### src/rtl/mem_arbiter_if.sv
// Bundle of the fetch, LSU and memory-side signals around mem_arbiter.
// The arbiter uses the master view; clients and the memory model use the slave view.
interface mem_arbiter_if;
  logic        if_req;
  logic [31:0] if_addr;
  logic        if_gnt;
  logic        if_done;
  logic [31:0] if_rdata;

  logic        lsu_req;
  logic        lsu_we;
  logic [1:0]  lsu_size;
  logic [31:0] lsu_addr;
  logic [31:0] lsu_wdata;
  logic        lsu_gnt;
  logic        lsu_done;
  logic [31:0] lsu_rdata;

  logic        mem_req;
  logic        mem_we;
  logic [1:0]  mem_size;
  logic [31:0] mem_addr;
  logic [31:0] mem_wdata;
  logic        mem_ready;
  logic [31:0] mem_rdata;

  logic        arb_busy;
  logic        arb_err;

  modport master (
    input  if_req, if_addr,
    output if_gnt, if_done, if_rdata,
    input  lsu_req, lsu_we, lsu_size, lsu_addr, lsu_wdata,
    output lsu_gnt, lsu_done, lsu_rdata,
    output mem_req, mem_we, mem_size, mem_addr, mem_wdata,
    input  mem_ready, mem_rdata,
    output arb_busy, arb_err
  );

  modport slave (
    output if_req, if_addr,
    input  if_gnt, if_done, if_rdata,
    output lsu_req, lsu_we, lsu_size, lsu_addr, lsu_wdata,
    input  lsu_gnt, lsu_done, lsu_rdata,
    input  mem_req, mem_we, mem_size, mem_addr, mem_wdata,
    output mem_ready, mem_rdata,
    input  arb_busy, arb_err
  );
endinterface

### src/rtl/mem_arbiter.sv
// Two-requester (fetch / LSU) single-port memory arbiter with a BUSY timeout.
// Define MEM_ARB_ROUND_ROBIN_EN for round-robin tie-breaking; otherwise LSU wins ties.
module mem_arbiter #(
  parameter int unsigned TIMEOUT_CYCLES = 255
) (
  input logic          clk,
  input logic          rst,
  mem_arbiter_if.master bus
);
  typedef enum logic [1:0] {IDLE, BUSY_IF, BUSY_LSU} state_t;

  localparam logic [7:0] TIMEOUT_LIMIT = 8'(TIMEOUT_CYCLES);

  state_t      state_reg, state_next;
  logic        we_reg;
  logic [1:0]  size_reg;
  logic [31:0] addr_reg;
  logic [31:0] wdata_reg;
  logic [7:0]  cnt_reg;
  logic        if_done_reg, lsu_done_reg, err_reg;
  logic [31:0] if_rdata_reg, lsu_rdata_reg;

  logic gnt_if, gnt_lsu, lsu_wins, busy, timeout, finish;

`ifdef MEM_ARB_ROUND_ROBIN_EN
  logic last_lsu_reg;

  always_ff @(posedge clk or negedge rst) begin
    if (!rst)
      last_lsu_reg <= 1'b0;
    else if (gnt_if || gnt_lsu)
      last_lsu_reg <= gnt_lsu;
  end

  assign lsu_wins = !last_lsu_reg;
`else
  assign lsu_wins = 1'b1;
`endif

  assign busy    = (state_reg != IDLE);
  assign timeout = busy && !bus.mem_ready && (cnt_reg == TIMEOUT_LIMIT);
  assign finish  = busy && (bus.mem_ready || timeout);

  always_comb begin
    state_next = state_reg;
    gnt_if     = 1'b0;
    gnt_lsu    = 1'b0;
    case (state_reg)
      IDLE: begin
        if (bus.lsu_req && (lsu_wins || !bus.if_req)) begin
          gnt_lsu    = 1'b1;
          state_next = BUSY_LSU;
        end else if (bus.if_req) begin
          gnt_if     = 1'b1;
          state_next = BUSY_IF;
        end
      end
      BUSY_IF, BUSY_LSU: begin
        if (finish)
          state_next = IDLE;
      end
      default: state_next = IDLE;
    endcase
  end

  always_ff @(posedge clk or negedge rst) begin
    if (!rst) begin
      state_reg     <= IDLE;
      we_reg        <= 1'b0;
      size_reg      <= 2'b00;
      addr_reg      <= 32'h0;
      wdata_reg     <= 32'h0;
      cnt_reg       <= 8'h0;
      if_done_reg   <= 1'b0;
      lsu_done_reg  <= 1'b0;
      err_reg       <= 1'b0;
      if_rdata_reg  <= 32'h0;
      lsu_rdata_reg <= 32'h0;
    end else begin
      state_reg    <= state_next;
      if_done_reg  <= 1'b0;
      lsu_done_reg <= 1'b0;
      err_reg      <= 1'b0;
      if (gnt_lsu) begin
        we_reg    <= bus.lsu_we;
        size_reg  <= bus.lsu_size;
        addr_reg  <= bus.lsu_addr;
        wdata_reg <= bus.lsu_wdata;
        cnt_reg   <= 8'h0;
      end else if (gnt_if) begin
        we_reg    <= 1'b0;
        size_reg  <= 2'b10;
        addr_reg  <= bus.if_addr;
        wdata_reg <= 32'h0;
        cnt_reg   <= 8'h0;
      end else if (busy && !bus.mem_ready) begin
        cnt_reg <= cnt_reg + 8'h1;
      end
      // Aborted accesses and stores both return zero data.
      if (finish) begin
        err_reg <= timeout;
        if (state_reg == BUSY_IF) begin
          if_done_reg  <= 1'b1;
          if_rdata_reg <= timeout ? 32'h0 : bus.mem_rdata;
        end else begin
          lsu_done_reg  <= 1'b1;
          lsu_rdata_reg <= (timeout || we_reg) ? 32'h0 : bus.mem_rdata;
        end
      end
    end
  end

  assign bus.if_gnt    = gnt_if;
  assign bus.lsu_gnt   = gnt_lsu;
  assign bus.if_done   = if_done_reg;
  assign bus.lsu_done  = lsu_done_reg;
  assign bus.if_rdata  = if_rdata_reg;
  assign bus.lsu_rdata = lsu_rdata_reg;
  assign bus.arb_busy  = busy;
  assign bus.arb_err   = err_reg;
  assign bus.mem_req   = busy;
  assign bus.mem_we    = busy && we_reg;
  assign bus.mem_size  = busy ? size_reg  : 2'b00;
  assign bus.mem_addr  = busy ? addr_reg  : 32'h0;
  assign bus.mem_wdata = busy ? wdata_reg : 32'h0;
endmodule

### src/flat_wrapper.sv
// flat-port wrapper written by rule: the top's interface ports become plain ports
module mem_arbiter_flat 
#(
  parameter int unsigned TIMEOUT_CYCLES = 255
)
  (clk, rst, bus_if_req, bus_if_addr, bus_if_gnt, bus_if_done, bus_if_rdata, bus_lsu_req, bus_lsu_we, bus_lsu_size, bus_lsu_addr, bus_lsu_wdata, bus_lsu_gnt, bus_lsu_done, bus_lsu_rdata, bus_mem_req, bus_mem_we, bus_mem_size, bus_mem_addr, bus_mem_wdata, bus_mem_ready, bus_mem_rdata, bus_arb_busy, bus_arb_err);
  mem_arbiter_if bus_i ();
  input logic clk;
  input logic rst;
  input wire logic [$bits(bus_i.if_req)-1:0] bus_if_req;
  input wire logic [$bits(bus_i.if_addr)-1:0] bus_if_addr;
  output wire logic [$bits(bus_i.if_gnt)-1:0] bus_if_gnt;
  output wire logic [$bits(bus_i.if_done)-1:0] bus_if_done;
  output wire logic [$bits(bus_i.if_rdata)-1:0] bus_if_rdata;
  input wire logic [$bits(bus_i.lsu_req)-1:0] bus_lsu_req;
  input wire logic [$bits(bus_i.lsu_we)-1:0] bus_lsu_we;
  input wire logic [$bits(bus_i.lsu_size)-1:0] bus_lsu_size;
  input wire logic [$bits(bus_i.lsu_addr)-1:0] bus_lsu_addr;
  input wire logic [$bits(bus_i.lsu_wdata)-1:0] bus_lsu_wdata;
  output wire logic [$bits(bus_i.lsu_gnt)-1:0] bus_lsu_gnt;
  output wire logic [$bits(bus_i.lsu_done)-1:0] bus_lsu_done;
  output wire logic [$bits(bus_i.lsu_rdata)-1:0] bus_lsu_rdata;
  output wire logic [$bits(bus_i.mem_req)-1:0] bus_mem_req;
  output wire logic [$bits(bus_i.mem_we)-1:0] bus_mem_we;
  output wire logic [$bits(bus_i.mem_size)-1:0] bus_mem_size;
  output wire logic [$bits(bus_i.mem_addr)-1:0] bus_mem_addr;
  output wire logic [$bits(bus_i.mem_wdata)-1:0] bus_mem_wdata;
  input wire logic [$bits(bus_i.mem_ready)-1:0] bus_mem_ready;
  input wire logic [$bits(bus_i.mem_rdata)-1:0] bus_mem_rdata;
  output wire logic [$bits(bus_i.arb_busy)-1:0] bus_arb_busy;
  output wire logic [$bits(bus_i.arb_err)-1:0] bus_arb_err;
  assign bus_i.if_req = bus_if_req;
  assign bus_i.if_addr = bus_if_addr;
  assign bus_if_gnt = bus_i.if_gnt;
  assign bus_if_done = bus_i.if_done;
  assign bus_if_rdata = bus_i.if_rdata;
  assign bus_i.lsu_req = bus_lsu_req;
  assign bus_i.lsu_we = bus_lsu_we;
  assign bus_i.lsu_size = bus_lsu_size;
  assign bus_i.lsu_addr = bus_lsu_addr;
  assign bus_i.lsu_wdata = bus_lsu_wdata;
  assign bus_lsu_gnt = bus_i.lsu_gnt;
  assign bus_lsu_done = bus_i.lsu_done;
  assign bus_lsu_rdata = bus_i.lsu_rdata;
  assign bus_mem_req = bus_i.mem_req;
  assign bus_mem_we = bus_i.mem_we;
  assign bus_mem_size = bus_i.mem_size;
  assign bus_mem_addr = bus_i.mem_addr;
  assign bus_mem_wdata = bus_i.mem_wdata;
  assign bus_i.mem_ready = bus_mem_ready;
  assign bus_i.mem_rdata = bus_mem_rdata;
  assign bus_arb_busy = bus_i.arb_busy;
  assign bus_arb_err = bus_i.arb_err;
  mem_arbiter #(.TIMEOUT_CYCLES(TIMEOUT_CYCLES)) u_core (.clk(clk), .rst(rst), .bus(bus_i));
endmodule
### config.mk
export PLATFORM = sky130hd
export DESIGN_NAME = mem_arbiter_flat
export DESIGN_NICKNAME = d
export VERILOG_FILES = /design/src/rtl/mem_arbiter_if.sv /design/src/rtl/mem_arbiter.sv /design/src/flat_wrapper.sv
export SDC_FILE = /design/constraint.sdc
export NUM_CORES = 1
export LEC_CHECK = 0
export ABC_AREA = 0
export BUFFER_PORTS_ARGS = -buffer_cell sky130_fd_sc_hd__buf_2
export CAP_MARGIN = 20
export CORE_MARGIN = 3
export CORE_UTILIZATION = 48
export CTS_CLUSTER_SIZE = 16
export DETAILED_ROUTE_END_ITERATION = 7
export GPL_TIMING_DRIVEN = 0
export PLACE_DENSITY = 0.83
export SLEW_MARGIN = 20
export SYNTH_ARGS = -nofsm -noshare
export SYNTH_HDL_FRONTEND = slang
export SYNTH_SLANG_ARGS = --single-unit
### constraint.sdc
create_clock -name clk -period 5.8 [get_ports clk]
set_clock_uncertainty 0.15 [all_clocks]
set_input_delay 0.87 -clock clk [delete_from_list [all_inputs] [get_ports clk]]
set_output_delay 0.87 -clock clk [all_outputs]
set_load 0.02 [all_outputs]
# Word level (Yosys, flattened, before mapping)
# Cells that the tools add are included.
# Widths: inputs -> output; s select.
# word_totals
elab_cells	63
regBits	144
in_bits	136
# op_classes
n_eq_ne	5
n_reduce_logical	15
bitwise	1
n_addsub	1
n_mux	30
# ops
cell	count
$mux 32	8
$mux 8	3
$mux 1	12
$mux 2	6
$add 8x1->8 const B	1
$eq 8x8->1 const B	1
$reduce_and 2->1	3
$logic_and 1x1->1	4
$pmux 2 s2	1
$reduce_bool 2->1	2
$ne 3x3->1 const B	1
$reduce_bool 3->1	1
$eq 2x1->1 const B	1
$eq 2x2->1 const B	1
$logic_not 2->1	1
$logic_or 1x1->1	2
$ne 2x1->1 const B	1
$reduce_or 2->1	1
$logic_not 1->1	1
$not 1->1	1

# Depth between registers and ports, before layout
# Gate-level depths: netlist (run 1).
# logic_depth
ltp_word	7
ltp_mapped	8

# Worst setup path after synthesis (run 1)
# OpenSTA, ideal clock, no wires.
# synth_timing
path_kind	input to output
from	input port bus_lsu_req
to	output port bus_lsu_gnt
path_slack_ps	3298
cell_stages	3
n_path_buf	1
required_ps	4780
arrival_time_ps	1482
path_cell_list	nand2_1 -> clkinv_1 -> buf_2
# synth_via
elab_chain_cells	2
# synth_rtl
element	line_no	rtl
from (decl)	flat_wrapper.sv:15	input wire logic [$bits(bus_i.lsu_req)-1:0] bus_lsu_req;
$mux 1	mem_arbiter.sv:50	if (bus.lsu_req && (lsu_wins || !bus.if_req)) begin
$mux 1	mem_arbiter.sv:48	case (state_reg)
to (decl)	flat_wrapper.sv:20	output wire logic [$bits(bus_i.lsu_gnt)-1:0] bus_lsu_gnt;
# No other way between the ends.

# Final worst setup path (run 1)
# layout_timing
from	register u_core.state_reg[0]
to	output port bus_lsu_gnt
# layout_via
elab_chain_cells	2
# layout_rtl
element	line_no	rtl
from (decl)	mem_arbiter.sv:14	state_t state_reg, state_next;
from (signal assigned)	mem_arbiter.sv:80	state_reg <= state_next;
$logic_not 2->1	mem_arbiter.sv:48	
$mux 1	mem_arbiter.sv:48	
# No other way between the ends.

==> impl_metrics.ini, run 1 <==
[outcome]
outcome = complete, no violations

[synthesis]
synth_warnings = 0
ys.flop_type = sky130_fd_sc_hd__dfrtp_1
post_synth_most_frequent_cells = sky130_fd_sc_hd__nand2_1 (204), sky130_fd_sc_hd__dfrtp_1 (144), sky130_fd_sc_hd__nor2b_1 (101)
largest_area_contributor_in_the_netlist = sky130_fd_sc_hd__dfrtp_1
dominant_combinational_cell_family_by_area_after_synthesis = simple AND/OR/NAND/NOR gates
synth_async_sr_flop_share_pct = 100
synth_area_um2 = 7130
synthMostInstantiatedCell = sky130_fd_sc_hd__nand2_1
synth.net_count = 961
netlist_instances = 822
synth.lib_cells_used.distinct = 37
synth_enable_flop_cells = 0
share_of_synthesized_cell_area_in_and_or_nand_and_nor_gates_pct = 28.9
avgSynthCellArea_um2 = 8.67
synth.ff_latch_count = 144
synth_adder_area_share_pct = 0.527
synthTopCellsByArea = sky130_fd_sc_hd__dfrtp_1 (51%), sky130_fd_sc_hd__nand2_1 (11%), sky130_fd_sc_hd__nor2b_1 (8.9%)
synth.top_cell.area_share_pct = 50.6
synth_compound_gate_area_share_pct = 13.7
synth.yosys.seq_area_share_pct = 50.6
xor_xnor_fraction_of_synth_area_pct = 0.246
yosys-mux-area-fraction_pct = 0

[detailed_routing]
detail-route-antenna-nets = 0
vias_after_detailed_routing = 6976
detailedRoute.firstPassIterationCount = 4
remaining_drc_errors = 0
via_density = 5.33
initialDrtViolationCount = 401
post_drt_wl_per_cell_um = 17.1
detail_route.wirelength_mm = 22.4

[clocking]
clockBufferDepth = 2
clkSinkCount = 144
clock-root-buffer = sky130_fd_sc_hd__clkbuf_16
worstSkewPairLatency_ps = 420
tritoncts_clock_tree = done
cts-htree-levels = 4
inserted_clock_buffers = 17
hold_buffers = 0
post_cts_resize_count = 0
post_cts.repair.setup_buffers = 0
cts.clk_slew.worst_paths_ps = 60

[pwr]
power.density_nw_per_um2 = 583
share_clk_of_total_power_pct = 22.6
max-vdd-ir-drop_mv = 0.322
share_seq_of_total_power_pct = 30.2
power_switching_share_pct = 42.6
power.static_leakage_nw = 4.78
p_int_mw = 3.16
power.switching_mw = 2.34
power.combinational.fraction_pct = 47.2

[critical_path]
reg2reg_setup_slack_ps = 3410
crit_type = reg2out
timing.critical_path.from_type = flip-flop
critPathRequiredTime_ps = 4780
timing.critical_path.fanout_max = 10
reg2reg_from = u_core.state_reg[0]
rr_worst_depth = 7
critical_path_arrival_ps = 2510
critical_path.endpoint_type = output pin
reg2reg_to = u_core.addr_reg[21]

[place]
post-place-ws_ps = 2690
place.port_buffers = 273
place.detailed.hpwl_mm = 16.4
placed_instance_area_um2 = 8750
gp_congestion = 0.882

[floorplanning]
start_util_pct = 50.2
core_area_um2 = 14200
ioPinCount = 274
die-height_um = 128
floorplan.die.width_um = 128
die-area_um2 = 16300
row_count = 43

[grt]
globalRouteMet3Util_pct = 8.46
grtUsageMet1_pct = 32.7
gr_overflow_total = 0
grt_max_degree = 80
first_global_vias = 6890
gr-max-usage-layer = met2
grt_usage_pct = 27.2
number_of_antenna_violations_at_the_first_check_in_global_routing = 0
grt_pass1_wl_mm = 35.1
grt_util_met2_pct = 47.1

[layout]
antenna_diode_instance_count = 0
finalCoreUtilization_pct = 66.3
layout.filler_cells = 1165
layout.cell_area.non_filler_um2 = 9420
drive_gt1_share_pct = 30.4
layout.nets = 1254
area_grow_syn2layout_pct = 32.2

[sta]
fin_crit_ps = 3530
post-route-worst-setup-slack_ps = 2270
max_freq_ghz = 0.283
report.final.slew_viol_count = 0
finalHoldViolations = 0
final.setup.tns_ps = 0
setup_viol_count_final = 0
relSlewSlack_pct = 55.6
final.hold.worst_slack_ps = 235
tightest_slew_ps = 666
finalCritPeriodShare_pct = 60.9
unrepaired_setup_endpoints_after_global_routing = false

[worst_hold_path]
hold_path_class = in2async

[flow_run]
max_cap_violations = 0
worst max-delay path, cell delays in order (launching register included):
cell and delay (ps):
sky130_fd_sc_hd__dfrtp_1 400, sky130_fd_sc_hd__inv_1 60, sky130_fd_sc_hd__ha_1 250, sky130_fd_sc_hd__buf_2 230
sky130_fd_sc_hd__nand2_1 360, sky130_fd_sc_hd__clkinv_1 340, sky130_fd_sc_hd__buf_2 270, sky130_fd_sc_hd__buf_2 180
layer usage:
metal | part of all wire (%) | routed length, um
met1 | 39 | 8620
met2 | 51 | 11300
met3 | 8.8 | 1980
met4 | 1.9 | 425
met5 | 0 | 0
per-stage QoR:
step	cells	power, mW
6_report	1308	5.50
5_1_grt	1308	5.84
4_1_cts	1308	5.52
3_5_place_dp	1276	4.26
3_3_place_gp	1275	4.19
2_1_floorplan	822	3.37
worst max-delay path by stage:
stage / from / endpoint / slack, ps / cells past startpoint
after global placement: rst / u_core.wdata_reg[20] / 1600 / 1
after detailed placement: bus_lsu_req / bus_lsu_gnt / 2690 / 5
final: u_core.state_reg[0] / bus_lsu_gnt / 2270 / 7
after global routing: u_core.state_reg[1] / bus_lsu_gnt / 2060 / 7
after floorplan: bus_lsu_req / bus_lsu_gnt / 3300 / 3
after CTS: u_core.state_reg[0] / bus_lsu_gnt / 2260 / 7
cells by family (layout without fill, tap and decap cells):
logic type	count (synthesis)	in the layout
and+or+nand+nor	427	427
adders and majority gates	3	3
AOI/OAI and AO/OA	146	146
buffers and inverters	100	406
xor gates and xnor gates	2	2
DFF	144	144
final cells by class:
type | count | area (um2) | share of cell area [%]
sequential | 144 | 3600 | 38.3
multi-input combinational | 578 | 3090 | 32.8
timing repair buffer | 274 | 1400 | 14.9
clock buffer | 23 | 488 | 5.18
buffer | 61 | 284 | 3.02
tap | 180 | 225 | 2.39
clock inverter | 9 | 178 | 1.89
inverter | 39 | 146 | 1.55
power groups by stage:
| stage | Sequential [mW] | Combinational [mW] | Clock, mW |
|---|---|---|---|
| 4_1_cts | 1.65 | 2.62 | 1.25 |
| 5_1_grt | 1.70 | 2.85 | 1.29 |
| 3_5_place_dp | 1.66 | 2.60 | 0 |
| 6_report | 1.66 | 2.60 | 1.24 |
| 3_3_place_gp | 1.64 | 2.54 | 0 |
| 2_1_floorplan | 1.80 | 1.57 | 0 |
cells in the final DEF (no fill, tap or decap), types with 2 or more instances in the layout:
| master | instances |
|---|---|
| sky130_fd_sc_hd__clkinv_1 | 2 |
| sky130_fd_sc_hd__nand3b_1 | 2 |
| sky130_fd_sc_hd__o31ai_1 | 3 |
| sky130_fd_sc_hd__a21oi_1 | 39 |
| sky130_fd_sc_hd__clkbuf_16 | 17 |
| sky130_fd_sc_hd__o21ai_0 | 36 |
| sky130_fd_sc_hd__nor2_1 | 38 |
| sky130_fd_sc_hd__inv_1 | 37 |
| sky130_fd_sc_hd__clkinv_4 | 2 |
| sky130_fd_sc_hd__nand3_1 | 37 |
| sky130_fd_sc_hd__bufinv_16 | 5 |
| sky130_fd_sc_hd__a31oi_1 | 32 |
| sky130_fd_sc_hd__buf_6 | 3 |
| sky130_fd_sc_hd__nand2b_1 | 33 |
| sky130_fd_sc_hd__o221ai_1 | 22 |
| sky130_fd_sc_hd__dfrtp_1 | 144 |
| sky130_fd_sc_hd__or4_1 | 2 |
| sky130_fd_sc_hd__clkbuf_1 | 36 |
| sky130_fd_sc_hd__nand2_1 | 204 |
| sky130_fd_sc_hd__clkbuf_2 | 2 |
| sky130_fd_sc_hd__o221ai_2 | 9 |
| sky130_fd_sc_hd__buf_2 | 293 |
| sky130_fd_sc_hd__ha_1 | 3 |
| sky130_fd_sc_hd__clkinv_2 | 2 |
| sky130_fd_sc_hd__nor2b_1 | 101 |
| sky130_fd_sc_hd__clkbuf_8 | 4 |
| sky130_fd_sc_hd__xnor2_1 | 2 |
| sky130_fd_sc_hd__or3_1 | 2 |
Note: power is estimated with default switching activity, not from simulation.
==> run 2: changes to the inputs <==
==> constraint.sdc (replaced) <==
create_clock -name clk -period 3.4 [get_ports clk]
set_clock_uncertainty 0.15 [all_clocks]
set_input_delay 0.51 -clock clk [delete_from_list [all_inputs] [get_ports clk]]
set_output_delay 0.51 -clock clk [all_outputs]
set_load 0.02 [all_outputs]
==> impl_metrics.ini, run 2 (same netlist as run 1, synthesis figures left out) <==
[detailed_routing]
remaining_drc_errors = 0
vias_after_detailed_routing = 6968
initialDrtViolationCount = 428
detail-route-antenna-nets = 0
via_density = 5.32
detail_route.wirelength_mm = 22.3
detailedRoute.firstPassIterationCount = 4
post_drt_wl_per_cell_um = 17.1

[floorplanning]
ioPinCount = 274
start_util_pct = 50.2
row_count = 43
floorplan.die.width_um = 128
die-height_um = 128
die-area_um2 = 16300
core_area_um2 = 14200

[pwr]
max-vdd-ir-drop_mv = 0.550
power.static_leakage_nw = 4.79
power.total_mw = 9.38
power.density_nw_per_um2 = 994

[clocking]
inserted_clock_buffers = 17
clock-root-buffer = sky130_fd_sc_hd__clkbuf_16
cts.clk_slew.worst_paths_ps = 60
worstSkewPairLatency_ps = 420
tritoncts_clock_tree = done
clkSinkCount = 144
cts-htree-levels = 4
clockBufferDepth = 2

[layout]
layout.nets = 1255
drive_gt1_share_pct = 30.4
final_common_cell = sky130_fd_sc_hd__buf_2
antenna_diode_instance_count = 0
area_grow_syn2layout_pct = 32.3
finalCoreUtilization_pct = 66.4
most-common-layout-cells = sky130_fd_sc_hd__buf_2 (293), sky130_fd_sc_hd__nand2_1 (204), sky130_fd_sc_hd__dfrtp_1 (144)

[sta]
tightest_slew_ps = 664
max_freq_ghz = 0.315
fin_crit_ps = 3180
final.setup.tns_ps = 0
finalHoldViolations = 0
post-route-worst-setup-slack_ps = 222
unrepaired_setup_endpoints_after_global_routing = false
report.final.slew_viol_count = 0
relSlewSlack_pct = 55.7
setup_viol_count_final = 0
finalCritPeriodShare_pct = 93.5
final.hold.worst_slack_ps = 120

[critical_path]
critical_path.slowest_cell = sky130_fd_sc_hd__dfrtp_1
timing.critical_path.fanout_max = 10
critPathRequiredTime_ps = 2740
critical-path-top-delay-family = buffers and inverters
crit_type = reg2out
crit_chain = inv_1, ha_1, buf_2, nand2_1, clkinv_1, buf_2, buf_2
critical_path.endpoint_type = output pin
timing.critical_path.from_type = flip-flop
critical_path.most_common_cell = sky130_fd_sc_hd__buf_2
critical_path_arrival_ps = 2520
worst_path_largest_cell_delay_ps = 400
buffers_plus_inverters_on_the_worst_setup_path = 5

[grt]
grt_max_degree = 80
grt_usage_pct = 27.2
first_global_vias = 6904
number_of_antenna_violations_at_the_first_check_in_global_routing = 0
gr_overflow_total = 0
grt_pass1_wl_mm = 35.1

[place]
place.port_buffers = 273
place.detailed.hpwl_mm = 16.4
post-place-ws_ps = 690
gp_congestion = 0.882

[flow_run]
max_cap_violations = 0

[outcome]
outcome = complete, no violations

[worst_hold_path]
hold_path_class = in2reg
run 2: cell types whose count changed in the layout (fill, tap and decap cells not counted), sizes merged:
cell / delta
dlygate4sd3: +1
run 2: worst reg2reg max path, stage by stage, from the launching register on:
cell	delay (ps)
sky130_fd_sc_hd__dfrtp_1	400
sky130_fd_sc_hd__inv_1	60
sky130_fd_sc_hd__ha_1	250
sky130_fd_sc_hd__buf_2	230
sky130_fd_sc_hd__nand2_1	360
sky130_fd_sc_hd__clkbuf_1	570
sky130_fd_sc_hd__nor2_1	100
sky130_fd_sc_hd__a31oi_1	180
run 2: layout make-up:
| type | instances | area [um2] |
|---|---|---|
| Clock inverter | 9 | 178 |
| Buffer | 61 | 284 |
| Inverter | 39 | 146 |
| Sequential cell | 144 | 3600 |
| Fill cell | 1164 | 4770 |
| Tap cell | 180 | 225 |
| Multi-Input combinational cell | 578 | 3090 |
| Clock buffer | 23 | 488 |
| Timing Repair Buffer | 275 | 1410 |
run 2: path summary, 6_finish.rpt:
kind	endpoint	slack, ps	cells after the start	startpoint
max reg2reg	u_core.addr_reg[21]	1010	7	u_core.state_reg[0]
min reg2reg	u_core.wdata_reg[23]	340	2	u_core.wdata_reg[23]
max	bus_lsu_gnt	220	7	u_core.state_reg[0]
min	u_core.wdata_reg[7]	120	3	bus_lsu_wdata[7]
max in group asynchronous	u_core.addr_reg[4]	1850	3	rst
min in group asynchronous	u_core.bus.lsu_rdata[6]	470	2	rst
run 2: power by group:
part	internal [mW]	switching [mW]
logic	1.60	2.83
clock network	1.38	0.732
registers	2.40	0.426
total	5.38	3.99
run 2: what timing repair did:
| action | 4_1_cts | 5_1_grt |
|---|---|---|
| hold buffers | 1 | 0 |
| gates resized for setup | 0 | 0 |
| buffers inserted | 0 | 0 |
| hold endpoints to repair | 65 | 0 |
run 2: metrics by stage:
stage          cell area, um2  cells
2_1_floorplan            7130    822
3_3_place_gp             8720   1275
3_5_place_dp             8750   1276
4_1_cts                  9430   1309
5_1_grt                  9430   1309
6_report                 9430   1309
run 2: metal layers:
metal	track usage (%)	part of all wire [%]	up-vias
li1	-	-	3308
met1	32.7	39	3339
met2	47.2	51	287
met3	8.46	8.6	34
met4	7.49	1.8	0
met5	0	0	-
==> run 3: changes to the inputs <==
--- a/config.mk
+++ b/config.mk
@@ -13,6 +13,7 @@
 export CTS_CLUSTER_SIZE = 16
 export DETAILED_ROUTE_END_ITERATION = 7
 export GPL_TIMING_DRIVEN = 0
+export MAX_ROUTING_LAYER = met4
 export PLACE_DENSITY = 0.83
 export SLEW_MARGIN = 20
 export SYNTH_ARGS = -nofsm -noshare
==> impl_metrics.ini, run 3 (same netlist as run 1, synthesis figures left out) <==
[outcome]
outcome = complete, no violations

[layout]
most-common-layout-cells = sky130_fd_sc_hd__buf_2 (293), sky130_fd_sc_hd__nand2_1 (204), sky130_fd_sc_hd__dfrtp_1 (144)
antenna_diode_instance_count = 0
layout.cell_area.non_filler_um2 = 9430
drive_gt1_share_pct = 30.4
final_common_cell = sky130_fd_sc_hd__buf_2
area_grow_syn2layout_pct = 32.3
layout.nets = 1255

[clocking]
clkSinkCount = 144
cts.clk_slew.worst_paths_ps = 60
worstSkewPairLatency_ps = 420
cts-htree-levels = 4
post_cts.repair.setup_buffers = 0
post_cts_resize_count = 0
hold_buffers = 1
clock-root-buffer = sky130_fd_sc_hd__clkbuf_16
inserted_clock_buffers = 17
clockBufferDepth = 2
tritoncts_clock_tree = done

[critical_path]
critical-path-top-delay-family = buffers and inverters
crit_chain = inv_1, ha_1, buf_2, nand2_1, clkinv_1, buf_2, buf_2
worst_path_largest_cell_delay_ps = 400
buffers_plus_inverters_on_the_worst_setup_path = 5
critical_path.endpoint_type = output pin
critical_path.slowest_cell = sky130_fd_sc_hd__dfrtp_1
timing.critical_path.from_type = flip-flop
timing.critical_path.fanout_max = 10
crit_type = reg2out
critical_path.most_common_cell = sky130_fd_sc_hd__buf_2
critical_path_arrival_ps = 2510
critPathRequiredTime_ps = 2740

[grt]
grt_usage_pct = 28.0
gr_overflow_total = 0
grt_max_degree = 80
grt_pass1_wl_mm = 35.1
first_global_vias = 6902
number_of_antenna_violations_at_the_first_check_in_global_routing = 0

[sta]
finalHoldViolations = 0
tightest_slew_ps = 654
setup_viol_count_final = 0
fin_crit_ps = 3170
report.final.slew_viol_count = 0
post-route-worst-setup-slack_ps = 230
relSlewSlack_pct = 56.4
final.hold.worst_slack_ps = 122
max_freq_ghz = 0.315
finalCritPeriodShare_pct = 93.2
unrepaired_setup_endpoints_after_global_routing = false

[detailed_routing]
via_density = 5.36
initialDrtViolationCount = 467
post_drt_wl_per_cell_um = 17.2
vias_after_detailed_routing = 7012
detail_route.wirelength_mm = 22.5
detail-route-antenna-nets = 0
detailedRoute.firstPassIterationCount = 5
remaining_drc_errors = 0

[floorplanning]
core_area_um2 = 14200
die-area_um2 = 16300
ioPinCount = 274
die-height_um = 128
start_util_pct = 50.2
row_count = 43
floorplan.die.width_um = 128

[worst_hold_path]
hold_path_class = in2reg

[pwr]
max-vdd-ir-drop_mv = 0.548
power.static_leakage_nw = 4.79
power.density_nw_per_um2 = 996

[place]
gp_congestion = 0.896
post-place-ws_ps = 690
placed_instance_area_um2 = 8750
place.detailed.hpwl_mm = 16.4
place.port_buffers = 273

[flow_run]
max_cap_violations = 0
run 3: cell counts in the layout (fill, tap and decap cells not counted):
No cell type changed its count.
run 3: through the flow:
step                utilization [%]  setup TNS, ps  power (mW)  cells
CTS                            66.4              0        9.41   1309
floorplan                         -              0        5.74    822
finish                         66.4              0        9.39   1309
global placement               61.4         -62320        7.15   1275
detailed placement             61.6              0        7.26   1276
global route                   66.4              0        9.96   1309
run 3: where the power goes:
part           internal [mW]  switching [mW]  leakage (nW)
clock network           1.38           0.735         0.327
logic                   1.60            2.84          2.80
registers               2.40           0.429          1.66
total                   5.38            4.01          4.79
run 3: cell type report:
cell class              instances  area (um2)
repair buffers                275        1410
fillers                      1164        4770
well taps                     180         225
clock inverters                 9         178
clock buffers                  23         488
flip-flops and latches        144        3600
multi-input cells             578        3090
plain buffers                  61         284
inverters                      39         146
run 3: tightest hold or removal path: cells and delay by family:
family,cells,cell delay [ps]
buffers and inverters,1,70
AND/OR/NAND/NOR,2,80
run 3: path summary, 6_finish.rpt:
kind	cells past startpoint	from	end	slack (ps)
max reg2reg	7	u_core.state_reg[0]	u_core.addr_reg[21]	1030
max in group asynchronous	3	rst	u_core.wdata_reg[15]	1860
min reg2reg	2	u_core.wdata_reg[23]	u_core.wdata_reg[23]	340
min	3	bus_lsu_wdata[7]	u_core.wdata_reg[7]	120
max	7	u_core.state_reg[0]	bus_lsu_gnt	230
min in group asynchronous	2	rst	u_core.bus.lsu_rdata[6]	470
run 3: per-layer routing:
layer | wire length, um | GRT usage, %
met2 | 11400 | 47.2
met4 | 437 | 7.49
met1 | 8810 | 33.4
met3 | 1900 | 7.38
met5 | 0 | -
